**config.mk**
```make
export PLATFORM = sky130hd
export DESIGN_NAME = dcp_scan
export DESIGN_NICKNAME = d
export VERILOG_FILES = /design/src/rtl/dcp_pkg.sv /design/src/rtl/ascii_hex_decode.sv /design/src/rtl/dcp_scan.sv
export SDC_FILE = /design/constraint.sdc
export NUM_CORES = 1
export LEC_CHECK = 0
export CAP_MARGIN = 20
export CORE_UTILIZATION = 58
export DETAILED_ROUTE_END_ITERATION = 12
export GPL_ROUTABILITY_DRIVEN = 0
export PLACE_DENSITY = 0.86
export RECOVER_POWER = 100
export SLEW_MARGIN = 20
export SYNTH_ARGS = -nofsm -noshare
export SYNTH_HDL_FRONTEND = slang
export SYNTH_SLANG_ARGS = --single-unit
```
**constraint.sdc**
```tcl
create_clock -name clk -period 3.35 [get_ports clk]
set_input_delay 0.5025 -clock clk [delete_from_list [all_inputs] [get_ports clk]]
set_output_delay 0.5025 -clock clk [all_outputs]
set_load 0.01 [all_outputs]
```
**src/rtl/dcp_pkg.sv**
```systemverilog
// Shared DCP definitions: ASCII codes, scan request types, scan states, command codes.
// No logic; constants and types only.
// Imported by the scanner, the decoder and the DCP/PRINT command blocks.
package dcp_pkg;

    // Separator characters recognised by the scanner
    localparam logic [7:0] ASCII_SP = 8'h20;
    localparam logic [7:0] ASCII_CR = 8'h0D;
    localparam logic [7:0] ASCII_LF = 8'h0A;

    // Request type sampled from type_rx when a request starts
    localparam logic TYPE_CHAR = 1'b0;
    localparam logic TYPE_HEX  = 1'b1;

    // DCP command codes, shared by DCP and PRINT
    localparam logic [7:0] CMD_DUMP  = 8'h44; // 'D'
    localparam logic [7:0] CMD_MODIFY = 8'h4D; // 'M'
    localparam logic [7:0] CMD_GO    = 8'h47; // 'G'
    localparam logic [7:0] CMD_REG   = 8'h52; // 'R'
    localparam logic [7:0] CMD_HELP  = 8'h3F; // '?'

    typedef enum logic [2:0] {
        IDLE      = 3'd0,
        CHAR_WAIT = 3'd1,
        HEX_WAIT  = 3'd2,
        DONE      = 3'd3,
        RELEASE   = 3'd4
    } scan_state_e;

    // True for the whitespace characters that delimit tokens
    function automatic logic is_sep_byte(input logic [7:0] b);
        return (b == ASCII_SP) || (b == ASCII_CR) || (b == ASCII_LF);
    endfunction

endpackage

```
**src/rtl/ascii_hex_decode.sv**
```systemverilog
// Classifies one ASCII byte as hex digit / separator and yields its nibble value.
// Latency: purely combinational, zero cycles.
// Backpressure: none; no handshake.
module ascii_hex_decode
    import dcp_pkg::*;
(
    input  logic [7:0] byte_i,
    output logic       is_hex_o,
    output logic       is_sep_o,
    output logic [3:0] nibble_o
);

    // '0'-'9' map straight from the low nibble; 'A'-'F'/'a'-'f' have low nibble 1..6, +9 gives 10..15
    always_comb begin
        is_hex_o = 1'b0;
        is_sep_o = is_sep_byte(byte_i);
        nibble_o = byte_i[3:0];
        if (byte_i >= 8'h30 && byte_i <= 8'h39) begin
            is_hex_o = 1'b1;
        end else if ((byte_i >= 8'h41 && byte_i <= 8'h46) ||
                     (byte_i >= 8'h61 && byte_i <= 8'h66)) begin
            is_hex_o = 1'b1;
            nibble_o = byte_i[3:0] + 4'd9;
        end
    end

endmodule

```
**src/rtl/dcp_scan.sv**
```systemverilog
// DCP input scanner: per request returns one command char or one hex argument (DCP_SCAN_ECHO_EN adds echo).
// Latency: ack_rx one cycle after the terminating byte is accepted.
// Backpressure: rdy_rx only in CHAR_WAIT/HEX_WAIT (and echo register empty when echo is built in).
module dcp_scan
    import dcp_pkg::*;
#(
    parameter int MAX_DIGITS = 8,
    parameter int W          = 32
) (
    input  logic         clk,
    input  logic         rst,
    input  logic [7:0]   d_rx,
    input  logic         vld_rx,
    output logic         rdy_rx,
    input  logic         req_rx,
    input  logic         type_rx,
    output logic         ack_rx,
    output logic         flag_rx,
    output logic [W-1:0] din_rx,
    output logic [7:0]   echo_d,
    output logic         echo_vld,
    input  logic         echo_rdy
);

    localparam int             CW      = $clog2(MAX_DIGITS + 2);
    localparam logic [CW-1:0]  CNT_MAX = CW'(MAX_DIGITS);
    localparam logic [CW-1:0]  CNT_SAT = CW'(MAX_DIGITS + 1);

    scan_state_e   state_q, state_d;
    logic [W-1:0]  acc_q, acc_d;
    logic [CW-1:0] cnt_q, cnt_d;
    logic          err_q, err_d;
    logic [W-1:0]  din_q, din_d;
    logic          flag_q, flag_d;
    logic          echo_vld_q;
    logic [7:0]    echo_d_q;

    logic          is_hex, is_sep;
    logic [3:0]    nibble;
    logic          wait_st;
    logic          accept;

    ascii_hex_decode u_dec (
        .byte_i   (d_rx),
        .is_hex_o (is_hex),
        .is_sep_o (is_sep),
        .nibble_o (nibble)
    );

    assign wait_st = (state_q == CHAR_WAIT) || (state_q == HEX_WAIT);
`ifdef DCP_SCAN_ECHO_EN
    assign rdy_rx  = wait_st && !echo_vld_q;
`else
    assign rdy_rx  = wait_st;
`endif
    assign accept  = vld_rx && rdy_rx;
    assign ack_rx  = (state_q == DONE);
    assign din_rx  = din_q;
    assign flag_rx = flag_q;

    // State and datapath registers
    always_ff @(posedge clk or posedge rst) begin
        if (rst) begin
            state_q <= IDLE;
            acc_q   <= '0;
            cnt_q   <= '0;
            err_q   <= 1'b0;
            din_q   <= '0;
            flag_q  <= 1'b0;
        end else begin
            state_q <= state_d;
            acc_q   <= acc_d;
            cnt_q   <= cnt_d;
            err_q   <= err_d;
            din_q   <= din_d;
            flag_q  <= flag_d;
        end
    end

    // Next-state: request start, byte scanning, result publish and four-phase release
    always_comb begin
        state_d = state_q;
        acc_d   = acc_q;
        cnt_d   = cnt_q;
        err_d   = err_q;
        din_d   = din_q;
        flag_d  = flag_q;
        case (state_q)
            IDLE: begin
                if (req_rx) begin
                    acc_d   = '0;
                    cnt_d   = '0;
                    err_d   = 1'b0;
                    state_d = (type_rx == TYPE_HEX) ? HEX_WAIT : CHAR_WAIT;
                end
            end
            CHAR_WAIT: begin
                if (!req_rx) begin
                    state_d = IDLE;
                end else if (accept && !is_sep) begin
                    din_d   = {{(W-8){1'b0}}, d_rx};
                    flag_d  = 1'b0;
                    state_d = DONE;
                end
            end
            HEX_WAIT: begin
                if (!req_rx) begin
                    state_d = IDLE;
                end else if (accept) begin
                    if (is_hex) begin
                        acc_d = {acc_q[W-5:0], nibble};
                        if (cnt_q != CNT_SAT) cnt_d = cnt_q + 1'b1;
                    end else if (is_sep) begin
                        // Leading separators are skipped until a digit has been seen
                        if (cnt_q != '0) begin
                            din_d   = acc_q;
                            flag_d  = (cnt_q > CNT_MAX) || err_q;
                            state_d = DONE;
                        end
                    end else begin
                        err_d = 1'b1;
                    end
                end
            end
            DONE:    state_d = RELEASE;
            RELEASE: if (!req_rx) state_d = IDLE;
            default: state_d = IDLE;
        endcase
    end

`ifdef DCP_SCAN_ECHO_EN
    // One-entry echo buffer: filled by every accepted byte, drained by the transmitter
    always_ff @(posedge clk or posedge rst) begin
        if (rst) begin
            echo_vld_q <= 1'b0;
            echo_d_q   <= 8'h00;
        end else if (accept) begin
            echo_vld_q <= 1'b1;
            echo_d_q   <= d_rx;
        end else if (echo_vld_q && echo_rdy) begin
            echo_vld_q <= 1'b0;
        end
    end
`else
    logic unused_echo_rdy;
    assign unused_echo_rdy = echo_rdy;
    assign echo_vld_q      = 1'b0;
    assign echo_d_q        = 8'h00;
`endif

    assign echo_vld = echo_vld_q;
    assign echo_d   = echo_d_q;

endmodule
```
==> key figures <==
Status
  • Status: completed

Critical path
  • CP Capture Point: cnt_q[0]$_DFFE_PP0P_
  • Crit path max fanout: 34
  • CP arrival: 3.17 ns
  • Worst r2r dst: din_rx[6]$_DFFE_PP0P_
  • RR Startpoint: cnt_q[1]$_DFFE_PP0P_
  • FF-to-FF setup slack: 1.11 ns
  • Crit. Startpoint: d_rx[0]
  • CP Launch Type: input port
  • Worst Path Required: 3.55 ns
  • Critical path type: in2reg
  • Reg2Reg Depth: 8
  • Crit. End Element: flop

Place
  • IO Port Bufs: 47
  • Post-DP HPWL: 5266 um

STA
  • Clk_skew: 0.008239 ns
  • Final hold violation count: 0
  • Min cycle time layout: 2.977 ns
  • Slew Viols, Final: 0
  • RSZ-0062 raised after global routing: no
  • Worst Tran Pin Value: 1.219 ns
  • Headroom to the max-slew limit: 18.72%
  • Fmax: 335.9 MHz
  • # setup viols final: 0
  • Crit share post-route: 88.87%
  • Setup TNS: 0 ns

GRT
  • Largest net degree at the start of global routing: 39
  • Grt total ovfl: 0
  • Global-route wire length before repair: 12380 um
  • Antenna violations before repair: 0
  • All-Layer GR Usage: 25.57%
  • Vias in the first global route: 2654

Detailed routing
  • Routed Antenna Nets: 0
  • DRC: 0
  • Pre-antenna DRT Iters: 4
  • WL/cell: 16.10 um
  • Iter 0 DRT Violations: 181
  • Via count: 2698
  • Final wirelength: 7536 um
  • Vias per inst: 5.765

Synthesis
  • Sequential fraction of the synthesis area: 50.62%
  • Synth Area in Compound Gates: 13.66%
  • Cell taking the most area after synthesis: dfrtp_1
  • Mux contribution to synthesized area: 11.44%
  • Yosys warning count: 0
  • Post-Synth Simple-Gate Area: 15.88%
  • Synthesized-area fraction occupied by adder cells: 2.427%
  • Post-synth ARST share: 100.0%
  • Netlist Area Pre-Place: 3608 um2
  • Syn avg cell area: 10.55 um2
  • Distinct cells, synth: 50
  • EDFF count, synth: 0
  • Synth Area in XOR/XNOR: 0.2427%
  • Number of synthesized register bits: 73
  • Largest family of logic cells by synthesized area: simple AND/OR/NAND/NOR gates
  • Count leader, synth: nand2_1
  • Post-synth top area share: 50.62%
  • Synth top area cells: dfrtp_1 51%, nand2_1 8.5%, mux2i_1 8.3%
  • Top FF cell, synth: dfrtp_1
  • Synth cell count leaders: 82 x nand2_1, 73 x dfrtp_1, 30 x mux2i_1
  • Syn Inst Count: 342

Power
  • Sequential power share: 45.5%
  • Leakage power: 2.174 nW
  • Combinational share of power: 28.2%
  • Clk pwr share: 26.4%
  • Sw Share: 34.20%
  • Worst vdd ir: 0.4200 mV
  • P_int: 1.491 mW
  • PwrDens: 534.0 nW/um2
  • NetSw: 0.7748 mW
  • Design Power: 2.266 mW

Clocking
  • Clock buffer count from CTS: 9
  • Clk sinks: 73
  • H-tree levels: 3
  • Clock buffer depth: 2
  • Worst-path clk slew: 0.07 ns
  • Post-CTS Resized: 0
  • Clock Tree Root: clkbuf_8
  • Post-CTS Setup Repair Bufs: 0
  • Hold_buf cts: 0
  • Worst-Skew Late Latency: 0.35 ns
  • CTS tree: done

Job
  • Maxcap violations: 0

Finish
  • Seq. cell area: 1827 um2
  • N_diodes: 0
  • Fin nets: 410
  • Share of cells above drive strength 1: 7.125%
  • # fillers: 478
  • Multi-input combinational cell area: 1608 um2
  • P&R area growth vs syn: 17.58%

Floorplan
  • I/O pins: 58
  • Row count: 28
  • CORE AREA: 5956 um2
  • DIE AREA: 6541 um2
  • Die Y: 80.88 um
  • Initial Util: 60.59%
  • Chip Width: 80.88 um

Hold path
  • Hold Crit Depth: 1
  • Hold Path Class: reg2reg
==> layout make-up <==
class / instances / area share, %
Timing Repair Buffer: 55 / 12.21
Inverter: 9 / 0.7962
Tap cell: 75 / 2.212
Sequential cell: 73 / 43.06
Multi-Input combinational cell: 241 / 37.89
Clock buffer: 12 / 3.421
Clock inverter: 3 / 0.4129
==> metal layers <==
metal  vias up  share of wire, %  track usage, %
li1       1279                 -               -
met1      1321                43           30.33
met3        23               3.7           5.506
met5         -                 0               0
met4         0               3.0           12.68
met2        75                50           43.78
==> critical path: stages <==
cell and delay (ns):
dlygate4sd3_1 0.65, inv_1 0.14, ha_1 0.20, nor4b_1 0.38
inv_1 0.13, and2_2 0.25, o21ai_4 0.14, clkbuf_4 0.54
o311ai_0 0.23
==> registers in the layout, indices dropped and copies added (netlist names) <==
register and count:
err_q 1, flag_rx 1, state_q 3, din_rx 32
cnt_q 4, acc_q 32
==> power by group through the flow <==
stage / clock network [mW] / logic (mW) / registers, mW
floorplan: 0 / 0.420 / 1.04
global placement: 0 / 0.653 / 1.04
detailed placement: 0 / 0.672 / 1.05
CTS: 0.600 / 0.674 / 1.03
global route: 0.636 / 0.703 / 1.04
finish: 0.597 / 0.638 / 1.03
==> kinds of logic after synthesis <==
family                   after synthesis
flip-flops                            73
AO/OA/AOI/OAI                         59
AND/OR/NAND/NOR                      125
XOR/XNOR                               1
adder cells (fa/ha/maj)                7
buffers and inverters                 36
multiplexers                          40
other                                  1
==> worst min-delay path by stage <==
stage / startpoint / to / slack [ns]
2_1_floorplan: err_q$_DFFE_PP0P_ / err_q$_DFFE_PP0P_ / 0.45
3_3_place_gp: acc_q[28]$_DFFE_PP0P_ / din_rx[28]$_DFFE_PP0P_ / 0.47
3_5_place_dp: acc_q[30]$_DFFE_PP0P_ / din_rx[30]$_DFFE_PP0P_ / 0.48
4_1_cts: acc_q[30]$_DFFE_PP0P_ / din_rx[30]$_DFFE_PP0P_ / 0.50
5_1_grt: din_rx[1]$_DFFE_PP0P_ / din_rx[1]$_DFFE_PP0P_ / 0.52
6_report: din_rx[0]$_DFFE_PP0P_ / din_rx[0]$_DFFE_PP0P_ / 0.49
==> layout by cell type, fill, tap and decap left out, drive strengths merged, types with 2 or more instances in the layout <==
cell type,n
o21ai,6
dfrtp,73
inv,9
a21oi,5
nand3,7
mux2,10
a22o,25
clkinv,2
ha,7
o211ai,6
clkbuf,17
and3,4
mux2i,30
clkdlybuf4s50,9
nand2,82
nor2,7
o21bai,2
o21a,2
nor2b,2
buf,3
or4,2
o2111ai,2
nand4,2
and2,3
nand2b,6
o31ai,2
conb,9
nor4b,2
a31o,2
dlygate4sd3,38
nor3,2
==> per-stage QoR <==
step | hold slack, ns | setup WS [ns] | instance area [um2] | utilization (%) | std cells
floorplan | 0.4504 | 0.9942 | 3638 | - | 350
global placement | 0.4733 | 0.3680 | 4109 | 68.99 | 453
detailed placement | 0.4828 | 0.2744 | 4109 | 68.99 | 453
CTS | 0.4979 | 0.6317 | 4272 | 71.72 | 468
global route | 0.5194 | 0.2529 | 4243 | 71.24 | 468
finish | 0.4882 | 0.3727 | 4243 | 71.24 | 468
Power figures use the tool's default switching activity.
